`config.mk`:
```
export PLATFORM = sky130hd
export DESIGN_NAME = glyph_loader
export DESIGN_NICKNAME = d
export VERILOG_FILES = /design/src/rtl/glyph_pkg.sv /design/src/rtl/glyph_ram.sv /design/src/rtl/glyph_loader.sv
export SDC_FILE = /design/constraint.sdc
export NUM_CORES = 2
export LEC_CHECK = 0
export ABC_CLOCK_PERIOD_IN_PS = 11590
export BUFFER_PORTS_ARGS = -buffer_cell sky130_fd_sc_hd__buf_2
export CAP_MARGIN = 10
export CORE_ASPECT_RATIO = 0.6
export CORE_UTILIZATION = 30
export DETAILED_ROUTE_END_ITERATION = 8
export HOLD_SLACK_MARGIN = 0.05
export SYNTH_ARGS = -nofsm -noshare
export SYNTH_HDL_FRONTEND = slang
export SYNTH_HIERARCHICAL = 1
export SYNTH_MEMORY_MAX_BITS = 65536
export SYNTH_SLANG_ARGS = --single-unit
```
`constraint.sdc`:
```
create_clock -name clk_in -period 11.59 [get_ports clk_in]
set_input_delay 0.5795 -clock clk_in [delete_from_list [all_inputs] [get_ports clk_in]]
set_output_delay 0.5795 -clock clk_in [all_outputs]
set_load 0.05 [all_outputs]
```
`src/rtl/glyph_pkg.sv`:
```
`default_nettype none
// ============================================================================
//  Module      : glyph_pkg
//  Description : Shared constants and types for the glyph loader and its RAM.
//                Glyph geometry (rows x columns), the header sync bit position
//                and the loader FSM state encoding.
//  Revision    : 1.0 - initial release
// ============================================================================
package glyph_pkg;

    localparam int GLYPH_ROWS   = 12;  // rows per glyph
    localparam int GLYPH_COLS   = 12;  // bits per row, bit 11 = leftmost pixel
    localparam int HDR_SYNC_BIT = 7;   // set only in header bytes

    typedef enum logic [1:0] {
        IDLE   = 2'd0,
        HI     = 2'd1,
        LO     = 2'd2,
        COMMIT = 2'd3
    } loader_state_t;

endpackage : glyph_pkg
`default_nettype wire

```
`src/rtl/glyph_ram.sv`:
```
`default_nettype none
// ============================================================================
//  Module      : glyph_ram
//  Description : Simple dual-port glyph RAM. One synchronous write port and
//                one registered, read-first read port. When rd_en_i is low
//                the read register loads zero, which gives out-of-range reads
//                a defined value.
//  Ports       : clk_in, rst_n_in        - clock, async active-low reset
//                we_i/wr_addr_i/wr_data_i - write port
//                rd_en_i/rd_addr_i        - read request
//                rd_data_o                - registered read data
//  Revision    : 1.0 - initial release
// ============================================================================
module glyph_ram #(
    parameter int DEPTH = 384,
    parameter int WIDTH = 12,
    parameter int AW    = $clog2(DEPTH)
) (
    input  logic             clk_in,
    input  logic             rst_n_in,
    input  logic             we_i,
    input  logic [AW-1:0]    wr_addr_i,
    input  logic [WIDTH-1:0] wr_data_i,
    input  logic             rd_en_i,
    input  logic [AW-1:0]    rd_addr_i,
    output logic [WIDTH-1:0] rd_data_o
);

    logic [WIDTH-1:0] mem_q [DEPTH];
    logic [WIDTH-1:0] rd_data_q;

    // Storage carries no reset; contents are qualified by the loaded mask.
    always_ff @(posedge clk_in) begin
        if (we_i) begin
            mem_q[wr_addr_i] <= wr_data_i;
        end
    end

    // Non-blocking read of the array on the write edge returns the old word.
    always_ff @(posedge clk_in or negedge rst_n_in) begin
        if (!rst_n_in) begin
            rd_data_q <= '0;
        end else if (rd_en_i) begin
            rd_data_q <= mem_q[rd_addr_i];
        end else begin
            rd_data_q <= '0;
        end
    end

    assign rd_data_o = rd_data_q;

endmodule : glyph_ram
`default_nettype wire

```
`src/rtl/glyph_loader.sv`:
```
`default_nettype none
// ============================================================================
//  Module      : glyph_loader
//  Description : Writer side of the glyph store. Parses a byte stream of
//                glyph frames (header + GLYPH_ROWS hi/lo byte pairs) into a
//                glyph RAM, tracks which slots hold complete bitmaps and
//                offers a registered row-read port to the renderer.
//  Ports       : clk_in, rst_n_in             - clock, async active-low reset
//                byte_in/byte_valid_in/byte_ready_out - stream handshake
//                rd_letter_in/rd_row_in/rd_bits_out  - row read port
//                busy_out, done_out, error_out - load status
//                loaded_mask_out               - per-slot complete flags
//  Revision    : 1.0 - initial release
// ============================================================================
module glyph_loader
    import glyph_pkg::*;
#(
    parameter int NUM_GLYPHS = 32
) (
    input  logic                  clk_in,
    input  logic                  rst_n_in,
    input  logic [7:0]            byte_in,
    input  logic                  byte_valid_in,
    output logic                  byte_ready_out,
    input  logic [4:0]            rd_letter_in,
    input  logic [3:0]            rd_row_in,
    output logic [GLYPH_COLS-1:0] rd_bits_out,
    output logic                  busy_out,
    output logic                  done_out,
    output logic                  error_out,
    output logic [NUM_GLYPHS-1:0] loaded_mask_out
);

    localparam int DEPTH = NUM_GLYPHS * GLYPH_ROWS;
    localparam int AW    = $clog2(DEPTH);

    loader_state_t         state_q, state_d;
    logic [4:0]            letter_q, letter_d;
    logic [3:0]            row_cnt_q, row_cnt_d;
    logic [3:0]            nib_q, nib_d;
    logic [NUM_GLYPHS-1:0] mask_q, mask_d;
    logic                  error_q, error_d;

    logic                  xfer_w;
    logic                  hdr_ok_w;
    logic                  we_w;
    logic                  rd_en_w;
    logic [AW-1:0]         wr_addr_w;
    logic [AW-1:0]         rd_addr_w;

    assign xfer_w   = byte_valid_in && byte_ready_out;
    assign hdr_ok_w = (byte_in[6:5] == 2'b00) && (int'(byte_in[4:0]) < NUM_GLYPHS);

    // Slot base is formed at full address width so letter*rows never wraps.
    assign wr_addr_w = AW'(letter_q) * AW'(GLYPH_ROWS) + AW'(row_cnt_q);
    assign rd_addr_w = AW'(rd_letter_in) * AW'(GLYPH_ROWS) + AW'(rd_row_in);
    assign rd_en_w   = (int'(rd_row_in) < GLYPH_ROWS) && (int'(rd_letter_in) < NUM_GLYPHS);

    always_ff @(posedge clk_in or negedge rst_n_in) begin
        if (!rst_n_in) begin
            state_q   <= IDLE;
            letter_q  <= '0;
            row_cnt_q <= '0;
            nib_q     <= '0;
            mask_q    <= '0;
            error_q   <= 1'b0;
        end else begin
            state_q   <= state_d;
            letter_q  <= letter_d;
            row_cnt_q <= row_cnt_d;
            nib_q     <= nib_d;
            mask_q    <= mask_d;
            error_q   <= error_d;
        end
    end

    always_comb begin
        state_d        = state_q;
        letter_d       = letter_q;
        row_cnt_d      = row_cnt_q;
        nib_d          = nib_q;
        mask_d         = mask_q;
        error_d        = 1'b0;
        we_w           = 1'b0;
        byte_ready_out = 1'b1;

        case (state_q)
            IDLE: begin
                // Bytes without the sync bit are dropped so the stream can resync.
                if (xfer_w && byte_in[HDR_SYNC_BIT]) begin
                    if (hdr_ok_w) begin
                        letter_d               = byte_in[4:0];
                        row_cnt_d              = '0;
                        mask_d[byte_in[4:0]]   = 1'b0;
                        state_d                = HI;
                    end else begin
                        error_d = 1'b1;
                    end
                end
            end
            HI: begin
                // A non-zero upper nibble also covers a header arriving mid-frame.
                if (xfer_w) begin
                    if (byte_in[7:4] != 4'h0) begin
                        error_d = 1'b1;
                        state_d = IDLE;
                    end else begin
                        nib_d   = byte_in[3:0];
                        state_d = LO;
                    end
                end
            end
            LO: begin
                if (xfer_w) begin
                    we_w = 1'b1;
                    if (row_cnt_q == 4'(GLYPH_ROWS - 1)) begin
                        state_d = COMMIT;
                    end else begin
                        row_cnt_d = row_cnt_q + 4'd1;
                        state_d   = HI;
                    end
                end
            end
            COMMIT: begin
                byte_ready_out   = 1'b0;
                mask_d[letter_q] = 1'b1;
                state_d          = IDLE;
            end
            default: begin
                state_d = IDLE;
            end
        endcase
    end

    glyph_ram #(
        .DEPTH (DEPTH),
        .WIDTH (GLYPH_COLS),
        .AW    (AW)
    ) u_ram (
        .clk_in    (clk_in),
        .rst_n_in  (rst_n_in),
        .we_i      (we_w),
        .wr_addr_i (wr_addr_w),
        .wr_data_i ({nib_q, byte_in}),
        .rd_en_i   (rd_en_w),
        .rd_addr_i (rd_addr_w),
        .rd_data_o (rd_bits_out)
    );

    assign busy_out        = (state_q != IDLE);
    assign done_out        = (state_q == COMMIT);
    assign error_out       = error_q;
    assign loaded_mask_out = mask_q;

endmodule : glyph_loader
`default_nettype wire
```
### Yosys cells after proc, flatten, opt, wreduce, memory -nomap -nowiden

Memory sizes are Yosys's and may differ from the RTL's.
Index checks and enable logic that the tools add are counted.

| storage, ports and cells | value |
|---|---|
| flip-flop bits (word level) | 60 |
| latch bits | 0 |
| bits in writable memories | 4608 |
| ROM bits | 0 |
| input bits | 20 |
| output and inout port bits | 48 |
| memories | 1 |

Memories:

| memory | words | width | read ports | clocked after Yosys merged registers in | write ports | RTL line | source |
|---|---|---|---|---|---|---|---|
| u_ram.mem_q | 384 | 12 | 1 | 0 | 1 | glyph_ram.sv:29 | `logic [WIDTH-1:0] mem_q [DEPTH];` |

| cells by class | value |
|---|---|
| add/sub/neg operators | 3 |
| multipliers | 2 |
| div/mod/pow operators | 0 |
| magnitude comparators | 5 |
| equal/unequal tests | 9 |
| shifts and indexed selects | 0 |
| muxes and demuxes | 30 |
| bitwise gates (word level) | 4 |
| reduce and logical (&&, ||, !) cells | 15 |

Operators with widths:

| cell | count |
|---|---|
| 32-bit two-way mux | 2 |
| 32-bit case mux with 2 select lines | 1 |
| 32-bit bitwise AND | 1 |
| 32-bit NOT | 1 |
| 32-bit bitwise OR | 1 |
| 9-bit by 4-bit adder with 9-bit output | 2 |
| 4-bit two-way mux | 4 |
| 5-bit by 2-bit multiplier with 7-bit output, second input constant | 2 |
| 5-bit by 6-bit < comparator with 1-bit output, second input constant | 2 |
| 12-bit two-way mux | 1 |
| 2-bit two-way mux | 6 |
| 1-bit two-way mux | 11 |
| 1-bit demux with 5-bit select | 2 |
| 5-bit by 1-bit >= comparator with 1-bit output, second input constant | 2 |
| 2-bit != test, second input constant | 5 |
| 3-bit AND reduction | 3 |
| 2-bit case mux with 4 select lines | 1 |
| 4-bit case mux with 2 select lines | 1 |
| 2-bit nonzero test | 3 |
| 5-bit AND reduction | 1 |
| 4-bit by 1-bit adder with 4-bit output, second input constant | 1 |
| 2-bit equality test, second input constant | 2 |
| 4-bit equality test, second input constant | 1 |
| 1-bit logical AND | 4 |
| 7 further kinds | 8 |

### Longest topological paths before layout

| logic depth | value |
|---|---|
| depth in word-level cells | 9 |
| depth in mapped cells | 17 |

### By module

The synthesis kept the hierarchy.

By module, submodules not included:

| module | instances | cells an instance | area each (µm²) | sequential area each (µm²) |
|---|---|---|---|---|
| glyph_ram | 1 | 8262 | 178119.6 | 138673.0 |
| glyph_loader | 1 | 283 | 2768.9 | 1201.2 |

### Worst setup path after synthesis

No wires, ideal clock.

| timing | value |
|---|---|
| path type | reg-to-reg |
| start point | register nib_q[2] |
| end point | memory u_ram.mem_q[0][10] (data pin) |
| setup time | 1.103 ns |
| arrival time | 4.621 ns |
| data required time | 10.487 ns |
| slack | 5.865 ns |
| stages on the path, launching flop included | 1 |
| buffers on the path | 0 |
| path through | dfrtp_1 |

RTL lines:

| element | RTL line | source |
|---|---|---|
| from (decl) | glyph_loader.sv:40 | `logic [3:0] nib_q, nib_d;` |
| from (signal assigned) | glyph_loader.sv:71 | `nib_q <= nib_d;` |
| to (decl) | glyph_ram.sv:29 |  |

Straight into the memory's write port.

### Final worst setup path

| timing | value |
|---|---|
| start point | input rd_letter_in[0] |
| end point | register u_ram.rd_data_q[5] (netlist: u_ram/rd_data_o[5]) |

| between the ends | value |
|---|---|
| word-level cells in the longest chain between the ends | 4 |

Ends and longest elaborated chain:

| element | RTL line | source |
|---|---|---|
| from (decl) | glyph_loader.sv:25 | `input logic [4:0] rd_letter_in,` |
| 5-bit by 2-bit multiplier with 7-bit output | glyph_loader.sv:56 | `assign rd_addr_w = AW'(rd_letter_in) * AW'(GLYPH_ROWS) + AW'(rd_row_in);` |
| 9-bit by 4-bit adder with 9-bit output | glyph_loader.sv:56 |  |
| net rd_addr_w[7] | glyph_loader.sv:49 | `logic [AW-1:0] rd_addr_w;` |
| memory read 384 x 12 bit | -- |  |
| 12-bit two-way mux | glyph_ram.sv:43 | `end else if (rd_en_i) begin` |
| to (signal assigned) | glyph_ram.sv:44 | `rd_data_q <= mem_q[rd_addr_i];` |
| to (decl) | glyph_ram.sv:30 | `logic [WIDTH-1:0] rd_data_q;` |

The timed path passes the listed nets, and every way through them passes these cells.
A chain may end at the register's enable or synchronous reset.

==> impl_metrics.env <==
export IMPL_critical_path_required_ns=12.46
export IMPL_net_switching_power_mw=9.320
export IMPL_cts_buffer_depth=4
export IMPL_synth_edf_count=4608
export IMPL_comb_power_share=0.112
export IMPL_setup_repair_after_global_routing_missed_its_margin="false"
export IMPL_synth_cell_types=73
export IMPL_rr_endpoint="u_ram/mem_q[315][8]"
export IMPL_pwr_share_clk=0.366
export IMPL_netlist_instances=8545
export IMPL_core_rowCount=220
export IMPL_worstHoldPathType="in2reg"
export IMPL_layout_common_cells="sky130_fd_sc_hd__edfxtp_1, sky130_fd_sc_hd__mux4_2, sky130_fd_sc_hd__mux2i_1"
export IMPL_route_detailed_drc=0
export IMPL_multiInputGateArea_um2=38200
export IMPL_cts_repair_resized_insts=0
export IMPL_areaGrowthSynthToFinish_pct=13.56
export IMPL_cts_inserted_buffers=408
export IMPL_mappedNetlistArea_um2=180900
export IMPL_htree_levels=5
export IMPL_die_width_mm=1.004
export IMPL_share_of_the_yosys_chip_area_belonging_to_registers=0.7733
export IMPL_ff2ff_setup_slack_ns=6.12
export IMPL_netlist_top_cells_area="sky130_fd_sc_hd__edfxtp_1, sky130_fd_sc_hd__mux4_2, sky130_fd_sc_hd__mux2i_1, sky130_fd_sc_hd__nor2_1, sky130_fd_sc_hd__dfrtp_1"
export IMPL_largest_net_degree_at_the_start_of_global_routing=190
export IMPL_drt_initial_drc_count=17640
export IMPL_clock_input_transition_at_the_sequential_cells_of_the_worst_setup_and_hold_paths_ns=0.07
export IMPL_netlist_area_leader_share=0.7650
export IMPL_syn_nets=8592
export IMPL_outcome="finished with violations"
export IMPL_fin_ws_ns=6.057
export IMPL_power_share_sequential=0.522
export IMPL_coreArea_um2=599500
export IMPL_maxSlewHeadroom=-0.1156
export IMPL_whs_ns=0.08453
export IMPL_timing_worst_setup_path_type="in2reg"
export IMPL_cts_root_buf="sky130_fd_sc_hd__clkbuf_16"
export IMPL_regToRegStartpoint="letter_q[1]"
export IMPL_finalCritPeriodShare=0.4774
export IMPL_finalMaxSlewViolations=3
export IMPL_layoutNonFillerInstCount=17330
export IMPL_report_final_hold_viol_count=0
export IMPL_tightest_slew_ns=1.673
export IMPL_vias_in_the_first_global_route=89689
export IMPL_wire_per_inst_um=32.16
export IMPL_critPathMaxFanout=9
export IMPL_static_leakage_power_nw=63.86
export IMPL_setup_total_negative_slack_ns=0
export IMPL_cts_sink_count=4668
export IMPL_highest_clock_rate_ghz=0.1807
export IMPL_clk_insertion_delay_late_ns=0.99
export IMPL_grt_total_usage=0.1774
export IMPL_skew_ns=0.09172
export IMPL_place_ws_ns=5.390
export IMPL_ff2ff_path_depth=12
export IMPL_power_internal_mw=26.60
export IMPL_die_y_um=603.5
export IMPL_ys_async_sr_fraction=0.01285
export IMPL_violated_checks="max-capacitance violations, max-slew violations"
export IMPL_detailed_place_hpwl_mm=358.8
export IMPL_final_common_cell="sky130_fd_sc_hd__edfxtp_1"
export IMPL_setup_worst_path_start_class="primary input"
export IMPL_route_final_wire_length_mm=557.3
export IMPL_share_of_post_route_cells_with_drive_strength_above_1=0.2313
export IMPL_timing_critical_path_to_type="register"
export IMPL_period_minus_slack_ns=5.534
export IMPL_post_cts_hold_buffer_count=3
export IMPL_power_share_switching=0.2594
export IMPL_effective_utilization_at_floorplan=0.3017
export IMPL_ys_flop_type="sky130_fd_sc_hd__edfxtp_1"
export IMPL_cts_setup_buffers=0
export IMPL_detail_route_first_pass_iterations=8
export IMPL_clock_tree_from_tritoncts="yes"
export IMPL_power_density_nw_per_um2=174.9
export IMPL_viasPerCell=5.542
export IMPL_grt_pass1_wl_mm=757.5
export IMPL_globalRouteOverflowTotal=0
export IMPL_avgSynthCellArea_um2=21.17
export IMPL_ant_nets=0
export IMPL_io_pins=68
export IMPL_hold_sp="byte_in[7]"
export IMPL_ir_worst_vdd_uv=131.3
export IMPL_worst_ep_arrival_time_ns=6.40
export IMPL_yosys_register_bits=4668
export IMPL_antenna_violations_before_repair=65
export IMPL_placedCellCount=16450
export IMPL_min_to="u_ram/mem_q[122][7]"
export IMPL_yosys_warnings=6
export IMPL_vias=96039
export IMPL_io_buffer_count=67
export IMPL_min_path_cells=1
export IMPL_fill_cells=55352
export IMPL_setup_viol_count_final=0
export IMPL_yosysTopAreaCell="sky130_fd_sc_hd__edfxtp_1"
export IMPL_gp_routability_congestion=0.9124
export IMPL_design_final_nets=9040
export IMPL_die_area_um2=606200
export IMPL_final_seq_area_um2=139900
export IMPL_maxCapViolCount=1
-- cells in the mapped netlist (all sizes together) (10+ instances only) --
library cell and count:
a21oi 129, edfxtp 4608, and2 20, a221oi 40
o211ai 13, nand2 249, a22o 13, a22oi 190
nor4 10, nand2b 10, buf 303, o221ai 107
o31ai 13, dfrtp 60, a31oi 29, o22ai 58
mux2i 463, nand4 22, clkbuf 203, nor3 55
a211oi 29, mux4 1005, nor2 454, a32oi 11
nand3 135, o21ai 125, and3 16, inv 19
nor2b 18, ha 23
-- power groups by stage --
stage / Sequential (mW) / Clock, mW / Combinational [mW]
6_report: 18.8 / 13.2 / 4.01
5_1_grt: 18.7 / 13.9 / 4.05
4_1_cts: 18.8 / 13.3 / 3.82
3_5_place_dp: 19.1 / 0 / 3.81
3_3_place_gp: 19.1 / 0 / 3.76
2_1_floorplan: 19.2 / 0 / 1.64
-- metal layers --
| metal | global-route usage | vias up | routed length, um |
|---|---|---|---|
| met5 | 0 | - | 67 |
| met4 | 0.03336 | 10 | 11480 |
| met3 | 0.08643 | 710 | 102000 |
| met2 | 0.2260 | 7230 | 214700 |
| met1 | 0.2695 | 51413 | 229000 |
| li1 | - | 36676 | - |
-- per-stage QoR --
stage / power [mW] / instance area [um2] / utilization
floorplan: 20.89 / 180900 / -
finish: 35.92 / 205400 / 0.3426
global route: 36.72 / 205300 / 0.3425
global placement: 22.89 / 191300 / 0.3191
detailed placement: 22.94 / 191600 / 0.3196
CTS: 35.89 / 204100 / 0.3405
-- final cells by class --
class                           count  area share
Clock buffer                      514     0.05210
Antenna cell                       35   0.0004264
Multi-Input combinational cell   3352      0.1860
Inverter                           19   0.0004020
Sequential cell                  4668      0.6810
Tap cell                         7992     0.04868
Timing Repair Buffer              544     0.02273
Clock inverter                    206    0.008698
-- worst max-delay path, stage by stage --
cell and delay, ns:
sky130_fd_sc_hd__buf_2 0.12, sky130_fd_sc_hd__ha_1 0.19, sky130_fd_sc_hd__inv_1 0.07, sky130_fd_sc_hd__fa_1 0.41, sky130_fd_sc_hd__xnor2_1 0.60, sky130_fd_sc_hd__nand3_1 0.18, sky130_fd_sc_hd__xnor2_1 1.05, sky130_fd_sc_hd__nor2_1 0.61
sky130_fd_sc_hd__and3_1 0.45, sky130_fd_sc_hd__nand2_1 0.09, sky130_fd_sc_hd__nand3_1 0.07, sky130_fd_sc_hd__nor3_1 0.79, sky130_fd_sc_hd__nand3_1 0.67, sky130_fd_sc_hd__o311a_1 0.50
-- worst max path at each step --
stage                    startpoint                  end  slack, ns  cells past startpoint
floorplan                  nib_q[2]   u_ram/mem_q[0][10]       5.87                      0
global placement    rd_letter_in[0]   u_ram/rd_data_o[4]       4.55                     14
detailed placement  rd_letter_in[0]   u_ram/rd_data_o[5]       5.39                     14
CTS                     letter_q[1]  u_ram/mem_q[307][3]       6.16                     12
global route            letter_q[1]  u_ram/mem_q[315][9]       6.01                     12
finish              rd_letter_in[0]   u_ram/rd_data_o[5]       6.06                     14
-- state kept, by name, indices dropped and copies added (netlist names) --
name,cells
error_out,1
letter_q,5
loaded_mask_out,32
nib_q,4
row_cnt_q,4
state_q,2
u_ram/mem_q,4608
u_ram/rd_data_o,12
-- cells by family after synthesis --
kind of cell / count (synthesis) / synth area share
flops: 4668 / 0.7733
mux: 1477 / 0.1513
simple gates: 1028 / 0.02489
compound gates: 804 / 0.03094
buf+inv: 525 / 0.01677
fa+ha+maj: 27 / 0.002034
xor+xnor: 16 / 0.0007747
(Power assumes the default switching activity.)
